$ cat config.mk
export PLATFORM = sky130hd
export DESIGN_NAME = systolic_feed_ctrl
export DESIGN_NICKNAME = d
export VERILOG_FILES = /design/src/rtl/systolic_feed_ctrl.sv
export SDC_FILE = /design/constraint.sdc
export NUM_CORES = 1
export LEC_CHECK = 0
export ABC_AREA = 1
export ABC_CLOCK_PERIOD_IN_PS = 1500
export CAP_MARGIN = 25
export CORE_AREA = 3 3 40 42
export CTS_BUF_LIST = sky130_fd_sc_hd__clkbuf_4
export DETAILED_ROUTE_END_ITERATION = 7
export DIE_AREA = 0 0 43 45
export PLACE_DENSITY = 0.69
export SETUP_SLACK_MARGIN = 0.5
export SLEW_MARGIN = 15
export SYNTH_ARGS = -nofsm -noshare
export SYNTH_HDL_FRONTEND = slang
export SYNTH_SLANG_ARGS = --single-unit
$ cat constraint.sdc
create_clock -name clk -period 1.5 [get_ports clk]
set_input_delay 0.45 -clock clk [delete_from_list [all_inputs] [get_ports clk]]
set_output_delay 0.45 -clock clk [all_outputs]
set_load 0.01 [all_outputs]
$ cat src/rtl/systolic_feed_ctrl.sv
// Sequencer for one BLOCK_SIZE x BLOCK_SIZE systolic matrix-multiply pass: clear, skewed operand feed, drain, result handshake.
// Optional pass/stall performance counters are enabled by defining SYSTOLIC_PERF_CNT_EN.
module systolic_feed_ctrl #(
  parameter int BLOCK_SIZE = 3,
  localparam int CNT_WIDTH = $clog2(2 * BLOCK_SIZE)
) (
  input  logic                  clk,
  input  logic                  reset,
  input  logic                  start,
  output logic                  in_ready,
  output logic                  busy,
  output logic                  pe_clear,
  output logic [BLOCK_SIZE-1:0] load_a,
  output logic [BLOCK_SIZE-1:0] load_b,
  output logic [BLOCK_SIZE-1:0] lane_valid,
  output logic                  result_valid,
`ifdef SYSTOLIC_PERF_CNT_EN
  output logic [15:0]           perf_passes,
  output logic [15:0]           perf_stall,
`endif
  input  logic                  result_ack
);

  typedef enum logic [2:0] {
    S_IDLE,
    S_CLEAR,
    S_FEED,
    S_DRAIN,
    S_DONE
  } state_t;

  localparam logic [CNT_WIDTH-1:0] FEED_LAST  = CNT_WIDTH'(2 * BLOCK_SIZE - 2);
  localparam logic [CNT_WIDTH-1:0] DRAIN_LAST = CNT_WIDTH'((BLOCK_SIZE > 1) ? BLOCK_SIZE - 2 : 0);

  state_t                state;
  state_t                state_nxt;
  logic [CNT_WIDTH-1:0]  cnt;
  logic [CNT_WIDTH-1:0]  cnt_nxt;
  int                    cnt_int;

  always_ff @(posedge clk) begin
    if (reset) begin
      state <= S_IDLE;
      cnt   <= '0;
    end else begin
      state <= state_nxt;
      cnt   <= cnt_nxt;
    end
  end

  // cnt restarts from zero on every state entry and only advances in FEED/DRAIN.
  always_comb begin
    state_nxt = state;
    cnt_nxt   = '0;
    case (state)
      S_IDLE: begin
        if (start) state_nxt = S_CLEAR;
      end
      S_CLEAR: begin
        state_nxt = S_FEED;
      end
      S_FEED: begin
        if (cnt == FEED_LAST) begin
          state_nxt = (BLOCK_SIZE == 1) ? S_DONE : S_DRAIN;
        end else begin
          cnt_nxt = cnt + CNT_WIDTH'(1);
        end
      end
      S_DRAIN: begin
        if (cnt == DRAIN_LAST) begin
          state_nxt = S_DONE;
        end else begin
          cnt_nxt = cnt + CNT_WIDTH'(1);
        end
      end
      S_DONE: begin
        if (result_ack) state_nxt = S_IDLE;
      end
      default: state_nxt = S_IDLE;
    endcase
  end

  assign cnt_int = int'(cnt);

  // Lane i is strobed at cnt==i and stays valid for BLOCK_SIZE cycles, giving the diagonal skew.
  always_comb begin
    in_ready     = (state == S_IDLE);
    busy         = (state != S_IDLE);
    pe_clear     = (state == S_CLEAR);
    result_valid = (state == S_DONE);
    load_a       = '0;
    lane_valid   = '0;
    if (state == S_FEED) begin
      for (int i = 0; i < BLOCK_SIZE; i++) begin
        load_a[i]     = (cnt_int == i);
        lane_valid[i] = (cnt_int >= i) && (cnt_int <= i + BLOCK_SIZE - 1);
      end
    end
  end

  assign load_b = load_a;

`ifdef SYSTOLIC_PERF_CNT_EN
  function automatic logic [15:0] sat_inc(input logic [15:0] v);
    return (v == 16'hFFFF) ? v : v + 16'd1;
  endfunction

  always_ff @(posedge clk) begin
    if (reset) begin
      perf_passes <= '0;
      perf_stall  <= '0;
    end else if (state == S_DONE) begin
      if (result_ack) perf_passes <= sat_inc(perf_passes);
      else            perf_stall  <= sat_inc(perf_stall);
    end
  end
`endif

endmodule

==> results.toml <==
[placed_design]
place_hpwl_um = 1100
gp_congestion = 0.909
port_buffers = 16
place_worst_setup_slack_ns = -0.406
dp_cells = 117

[die]
io_pins = 17
initial_core_util_pct = 39.8
die_width_um = 43
die_h_um = 45
dieArea_mm2 = 0.00194
coreArea_mm2 = 0.00128
fp-row-count = 13

[critical_path]
crit_fanout = 5
path_delay_family = "flip-flops"
worstPathArrival_ns = 1.29
crit_top_cell = "ha_4"
cp_slowest_stage_delay_ns = 0.39
path_buf_inv = 1
worstPathRequired_ns = 1.05
cp_cell_sequence = "ha_4, ha_4, nor2_2, a211oi_2, buf_2"
crit_type = "reg2out"
end_kind = "output pin"
start_kind = "flop"
crit_slowest_cell = "dfxtp_4"

[sta]
rsz0062_at_grt = "yes"
hold_viol_final = 0
setup_viol = 11
timing.hold.ws_ns = 0.505
final.min_clock_period_ns = 1.74
clock_skew_ns = 0.00190
fmax_mhz = 575
layout_setup_ws_ns = -0.240
tightestPinTransition_ns = 0.243
timing.final.crit_share_pct = 116
setup_tns_ns = -1.42
drv_slew = 0
maxSlewHeadroom_pct = 83.7

[global_routing]
grt_pass1_vias = 601
track_usage_pct = 17.9
grt_pass1_wl_um = 2530
overflow = 0
antenna_found_initial = 0
grt_max_degree = 8

[yosys]
synth-seq-cells = 6
avgSynthCellArea_um2 = 6.65
async_reset_ff_share_pct = 0
synth.net_count = 86
synth.area.top_cells = "dfxtp_1, ha_1, inv_1"
synth_top_area_share_pct = 23.5
yosysMostFrequentCell = "inv_1"
yosysTopAreaCell = "dfxtp_1"
synth_edf_count = 0
yosys-top-cells-count = "inv_1, nand2_1, nor2_1"
syn_inst = 77
yosysWarnings = 0
synthesis.area_um2 = 512
synth_cell_type_count = 19
ys_seq_area_share_pct = 23.5
synthFlopType = "dfxtp_1"

[detailed_routing]
vias = 619
wl_per_cell_um = 13.3
drt-total-wl_um = 1710
dr.pass1.iters = 4
drtAntennaViolNets = 0
drt_iter0_drc = 25
drc = 0
via_per_inst = 4.80

[power]
clkPwrFrac_pct = 11.4
comb_power_share_pct = 72.0
p_switching_w = 0.000659
internal_power_w = 0.000871
power_frac_seq_pct = 16.5
swShare_pct = 43.1
power-per-cell-area_mw_per_mm2 = 1450
ir_drop_v = 0.00109
power.leakage_nw = 0.478

[cts]
cts_tree = "done"
clkLatencyLatePin_ns = 0.24
cts-root-buf = "clkbuf_4"
cts_buffers = 3
cts.hold.buffers_added = 0
htree_levels = 1
clkSlewWorstSetupHoldPaths_ns = 0.04
cts_sinks = 6
ctsLongestPathBuffers = 2

[final_layout]
regArea_um2 = 135
nets = 124
fin_cells = 129
multi_input_area_um2 = 468
fillers = 72
area_growth_pct = 107
drive_above_1_share_pct = 72.8
n_antenna_cell = 0

[run_status]
violations = "setup timing"
status = "finished, violations left"

[worst_hold_path]
min_path_type = "reg2reg"

[run]
drv_cap = 0
-- path summary, 6_finish.rpt --
check	cells after the start	endpoint	start	slack, ns
min reg2reg	1	cnt[0]	cnt[0]	0.50
max	5	lane_valid[1]	cnt[0]	-0.24
min	1	cnt[0]	cnt[0]	0.50
max reg2reg	11	state[0]	cnt[1]	0.02
-- power groups by stage --
stage | clock network [W] | registers, W | logic, W
finish | 0.000175 | 0.000253 | 0.00110
floorplan | 0 | 0.000245 | 0.000470
detailed placement | 0 | 0.000245 | 0.000874
CTS | 0.000184 | 0.000247 | 0.000944
global placement | 0 | 0.000244 | 0.000860
global route | 0.000194 | 0.000258 | 0.00119
-- cell families after synthesis --
logic type	synth area share (%)
adders and majority gates	12.2
AOI/OAI and AO/OA	12.7
buffers and inverters	16.9
DFF	23.5
and+or+nand+nor	34.7
-- sequential cells by signal, indices dropped and copies added (netlist names) --
register  count
cnt           3
state         3
-- worst register-to-register path: cells and delay by family (launching register included) --
family,cells,cell delay (ns)
DFF,1,0.36
adders and majority gates,1,0.14
buffers and inverters,4,0.40
and+or+nand+nor,5,0.36
AOI/OAI and AO/OA,1,0.14
-- stage by stage --
| step | utilization, % | cell area (µm²) | total power (W) |
|---|---|---|---|
| after floorplan | - | 599 | 0.000716 |
| after global placement | 67.2 | 863 | 0.00110 |
| after detailed placement | 67.2 | 863 | 0.00112 |
| after CTS | 75.0 | 963 | 0.00138 |
| after global routing | 82.4 | 1060 | 0.00164 |
| final | 82.4 | 1060 | 0.00153 |
-- cells in the final DEF (no fill, tap or decap) --
cell type,count
a211oi_1,1
a211oi_2,2
a21oi_1,1
a21oi_2,3
buf_12,2
buf_2,5
buf_4,14
buf_6,13
clkbuf_4,4
clkdlybuf4s50_1,3
dfxtp_2,3
dfxtp_4,3
ha_1,1
ha_2,1
ha_4,3
inv_1,6
inv_2,5
inv_4,3
nand2_1,5
nand2_2,6
nand2_4,4
nand3_1,3
nand3b_1,1
nor2_1,7
nor2_2,2
nor2_4,6
nor3_2,1
nor3_4,1
nor3b_4,1
o21ai_0,2
o21ai_2,1
o21bai_1,1
-- per-layer routing --
layer / global-route usage (%) / part of all wire (%) / vias to the layer above
met5: 0 / 0 / -
met4: 13.9 / 3.2 / 0
met3: 2.79 / 4.1 / 6
met2: 28.7 / 50 / 27
met1: 21.5 / 43 / 272
li1: - / - / 314
-- layout make-up --
| type | instances | area share [%] |
|---|---|---|
| multi-input cells | 53 | 44.2 |
| repair buffers | 37 | 32.7 |
| flip-flops and latches | 6 | 12.8 |
| inverters | 14 | 5.67 |
| clock buffers | 4 | 2.84 |
| well taps | 15 | 1.77 |
-- timing repair --
item / 4_1_cts / 5_1_grt
setup buffers: 4 / 4
pin swaps: 16 / 6
endpoints found under the setup margin: 19 / 19
gates resized for setup: 81 / 15
Note: power is estimated with default switching activity, not from simulation.
==> RTL edit 1 (same flow settings) <==
Set the parameter `BLOCK_SIZE` to 2 (it was 3).
--- a/src/rtl/systolic_feed_ctrl.sv
+++ b/src/rtl/systolic_feed_ctrl.sv
@@ -1,7 +1,7 @@
 // Sequencer for one BLOCK_SIZE x BLOCK_SIZE systolic matrix-multiply pass: clear, skewed operand feed, drain, result handshake.
 // Optional pass/stall performance counters are enabled by defining SYSTOLIC_PERF_CNT_EN.
 module systolic_feed_ctrl #(
-  parameter int BLOCK_SIZE = 3,
+  parameter int BLOCK_SIZE = 2,
   localparam int CNT_WIDTH = $clog2(2 * BLOCK_SIZE)
 ) (
   input  logic                  clk,
Ports: changed (resized lane_valid, load_a and load_b); port bits go from 17 to 14. The function was not compared with the original's and may differ.
==> RTL edit 1 against the original RTL <==
  * The flow still finishes with violations (negative setup slack)
  * Power grew 3.4%
  * Synthesized area shrank 24%
  * Utilization shrank 16 points
  * Setup slack gained 180 ps
  * Wire length shrank 28%
  * First-iteration DRC count shrank 68%
  * Design area shrank 20%
  * Sequential cell count shrank 1
==> RTL edit 1: results (changes against the original RTL) <==
Sum Neg Setup Slack=-247 ps (was -1420 ps); synth unique cells=13 (was 19); Slew Limit Headroom=82.9% (was 83.7%); GPL Wtd Cong=0.750 (was 0.909); R2R depth=9 (was 11); skew final=0.596 ps (was 1.90 ps); leak pwr=0.391 nW (was 0.478 nW); sequential element share of the synthesized area=25.6% (was 23.5%); Worst Path Arrival=1110 ps (was 1290 ps); routed wire length=1220 um (was 1710 um); Hold Startpoint=cnt[1]$_SDFF_PP0_ (was cnt[0]$_SDFF_PP0_); first-pass GRT wire length=1890 um (was 2530 um); Synth area leaders=dfxtp_1 (26%), ha_1 (16%), inv_1 (13%), nand2_1 (8.7%), a21oi_1 (7.7%) (was dfxtp_1 (23%), ha_1 (12%), inv_1 (9.5%), nand2_1 (8.8%), nor2_1 (8.8%)); fin nets=101 (was 124); Avg Vias per Cell=4.40 (was 4.80); Final WS setup=-60.3 ps (was -240 ps); routed length per instance=11.5 um (was 13.3 um); largest net degree at the start of global routing=6 (was 8); Reg2Reg Setup Slack=270 ps (was 20 ps); Max Fanout on Critical Path=3 (was 5); final setup fails=6 (was 11); Synth Net Count=67 (was 86); initial drt markers=8 (was 25); internal power=0.931 mW (was 0.871 mW); Post-synth top cells=inv_1 (13), nand2_1 (9), a21oi_1 (6) (was inv_1 (13), nand2_1 (12), nor2_1 (12)); hpwl dp=755 um (was 1100 um); dpl cells=94 (was 117); outcome=finished with violations (unchanged); failing checks=negative setup slack (unchanged); Post-Place Setup Slack=-255 ps (was -406 ps)
==> RTL edit 1: cell count changes after synthesis, sizes merged, moves of 2 or more <==
| cell | delta |
|---|---|
| o21ai | -2 |
| nand2 | -3 |
| nor2 | -7 |
| a211oi | -3 |
| a21oi | +2 |
==> RTL edit 1: metal layers <==
layer	track usage [%]	wire [um]	up-vias
met1	14.2	499	214
met4	8.43	0	0
met2	23.7	661	12
met3	1.59	63	0
li1	-	-	240
met5	0	0	-
==> RTL edit 1: worst min-delay path by stage <==
stage / to / cells after the start
final: cnt[0]$_SDFF_PP0_ / 4
after global routing: cnt[0]$_SDFF_PP0_ / 4
after CTS: cnt[1]$_SDFF_PP0_ / 4
after detailed placement: cnt[1]$_SDFF_PP0_ / 4
after global placement: cnt[1]$_SDFF_PP0_ / 4
after floorplan: cnt[0]$_SDFF_PP0_ / 1
==> RTL edit 1: power groups by stage <==
stage	sequential (mW)	combinational [mW]	clock (mW)
after global routing	0.234	1.27	0.187
after floorplan	0.216	0.455	0
after global placement	0.215	0.793	0
after detailed placement	0.216	0.798	0
after CTS	0.227	1.05	0.170
final	0.234	1.19	0.162
==> RTL edit 1: cells by family (layout without fill, tap and decap cells) <==
group                    after synthesis  in the layout  share of synthesized area [%]
AND/OR/NAND/NOR                       25             25                           30.1
buffers and inverters                 16             49                           19.2
AO/OA/AOI/OAI                          7              7                           8.97
adder cells (fa/ha/maj)                5              5                           16.0
flip-flops                             5              5                           25.6
==> RTL edit 1: worst max-delay path, cell delays in order, from the launching register on <==
cell and delay, ps:
dfxtp_2 340, inv_4 50, ha_4 260, inv_2 30, nor2_2 70, buf_2 130
==> RTL edit 1: cell type report <==
| class | instances | area [um2] |
|---|---|---|
| clock buffer | 4 | 30.0 |
| tap | 15 | 18.8 |
| fill | 96 | 437 |
| timing repair buffer | 32 | 298 |
| multi-input combinational | 37 | 337 |
| sequential | 5 | 109 |
| inverter | 13 | 56.3 |
==> RTL edit 1: timing repair <==
action                     in CTS  in global routing
resized for setup              72                  9
pin swaps                       6                  9
setup endpoints to repair      15                 15
buffers inserted                5                  3
==> RTL edit 1: metrics by stage <==
stage	instance area, um2	utilization [%]	hold WS, ps
floorplan	443	-	512
global placement	644	50.1	643
detailed placement	644	50.1	650
CTS	793	61.7	663
global route	848	66.0	698
finish	848	66.0	685
==> RTL edit 2 (same flow settings) <==
Made on the original files. Re-encode `state_t` (5 states) as Gray code, 3 bits wide.
--- a/src/rtl/systolic_feed_ctrl.sv
+++ b/src/rtl/systolic_feed_ctrl.sv
@@ -22,11 +22,11 @@
 );
 
   typedef enum logic [2:0] {
-    S_IDLE,
-    S_CLEAR,
-    S_FEED,
-    S_DRAIN,
-    S_DONE
+    S_IDLE  = 3'b000,
+    S_CLEAR = 3'b001,
+    S_FEED  = 3'b011,
+    S_DRAIN = 3'b010,
+    S_DONE  = 3'b110
   } state_t;
 
   localparam logic [CNT_WIDTH-1:0] FEED_LAST  = CNT_WIDTH'(2 * BLOCK_SIZE - 2);
Behaviour: no difference found for any inputs over 10 cycles, from zero or initial values and one cycle with reset high; not proved beyond that.
==> RTL edit 2 against the original RTL <==
  * Synthesized area is 5.4% lower
  * The run now fails in global routing
==> RTL edit 2: results (changes against the original RTL) <==
outcome=aborted with a tool error (was finished with violations); worst setup endpoint GRT=lane_valid[2]; synthesized area per cell=6.46 um2 (was 6.65 um2); Halt Stage=global routing; Post-synth top cells=inv_1 (13), nor2_1 (12), nand2_1 (10) (was inv_1 (13), nand2_1 (12), nor2_1 (12)); IO Port Bufs=16 (unchanged); dpl cells=119 (was 117); sequential element share of the synthesized area=24.8% (was 23.5%); top_reg_cell synth=dfxtp_1 (unchanged); CTS H-Tree Depth=1 (unchanged); worst_ep kind=primary output; error message=[ERROR DPL-0033] detailed placement checks failed during check placement.; Synth area leaders=dfxtp_1 (25%), ha_1 (13%), inv_1 (10%), nor2_1 (9.3%), nand2_1 (7.8%) (was dfxtp_1 (23%), ha_1 (12%), inv_1 (9.5%), nand2_1 (8.8%), nor2_1 (8.8%)); GPL Wtd Cong=0.817 (was 0.909); Num CTS Buffers=3 (unchanged); synth unique cells=18 (was 19); CTS root buf=clkbuf_4 (unchanged); Synth Net Count=84 (was 86); largest net degree at the start of global routing=8; CTS max path bufs=2 (unchanged); warnings from Yosys=0 (unchanged); hpwl dp=1200 um (was 1100 um); Async SR Flop Fraction=0% (unchanged); Post-Place Setup Slack=-391 ps (was -406 ps); initial antenna violation count=0; #FFs+latches synth=6 (unchanged)
[RTL edit 2: metrics by stage]
step	cell area, um2	hold slack, ps
floorplan	641	477
detailed placement	913	505
CTS	1110	509
global placement	913	493
[RTL edit 2: timing repair]
| item | 4_1_cts |
|---|---|
| endpoints found under the setup margin | 19 |
| buffers inserted | 13 |
| pin swaps | 13 |
| resized for setup | 79 |
[RTL edit 2: logic make-up after synthesis]
family          after synthesis  share of synthesized area (%)
simple gates                 37                           34.1
buf+inv                      17                           15.5
flops                         6                           24.8
fa+ha+maj                     5                           12.9
compound gates               10                           12.7
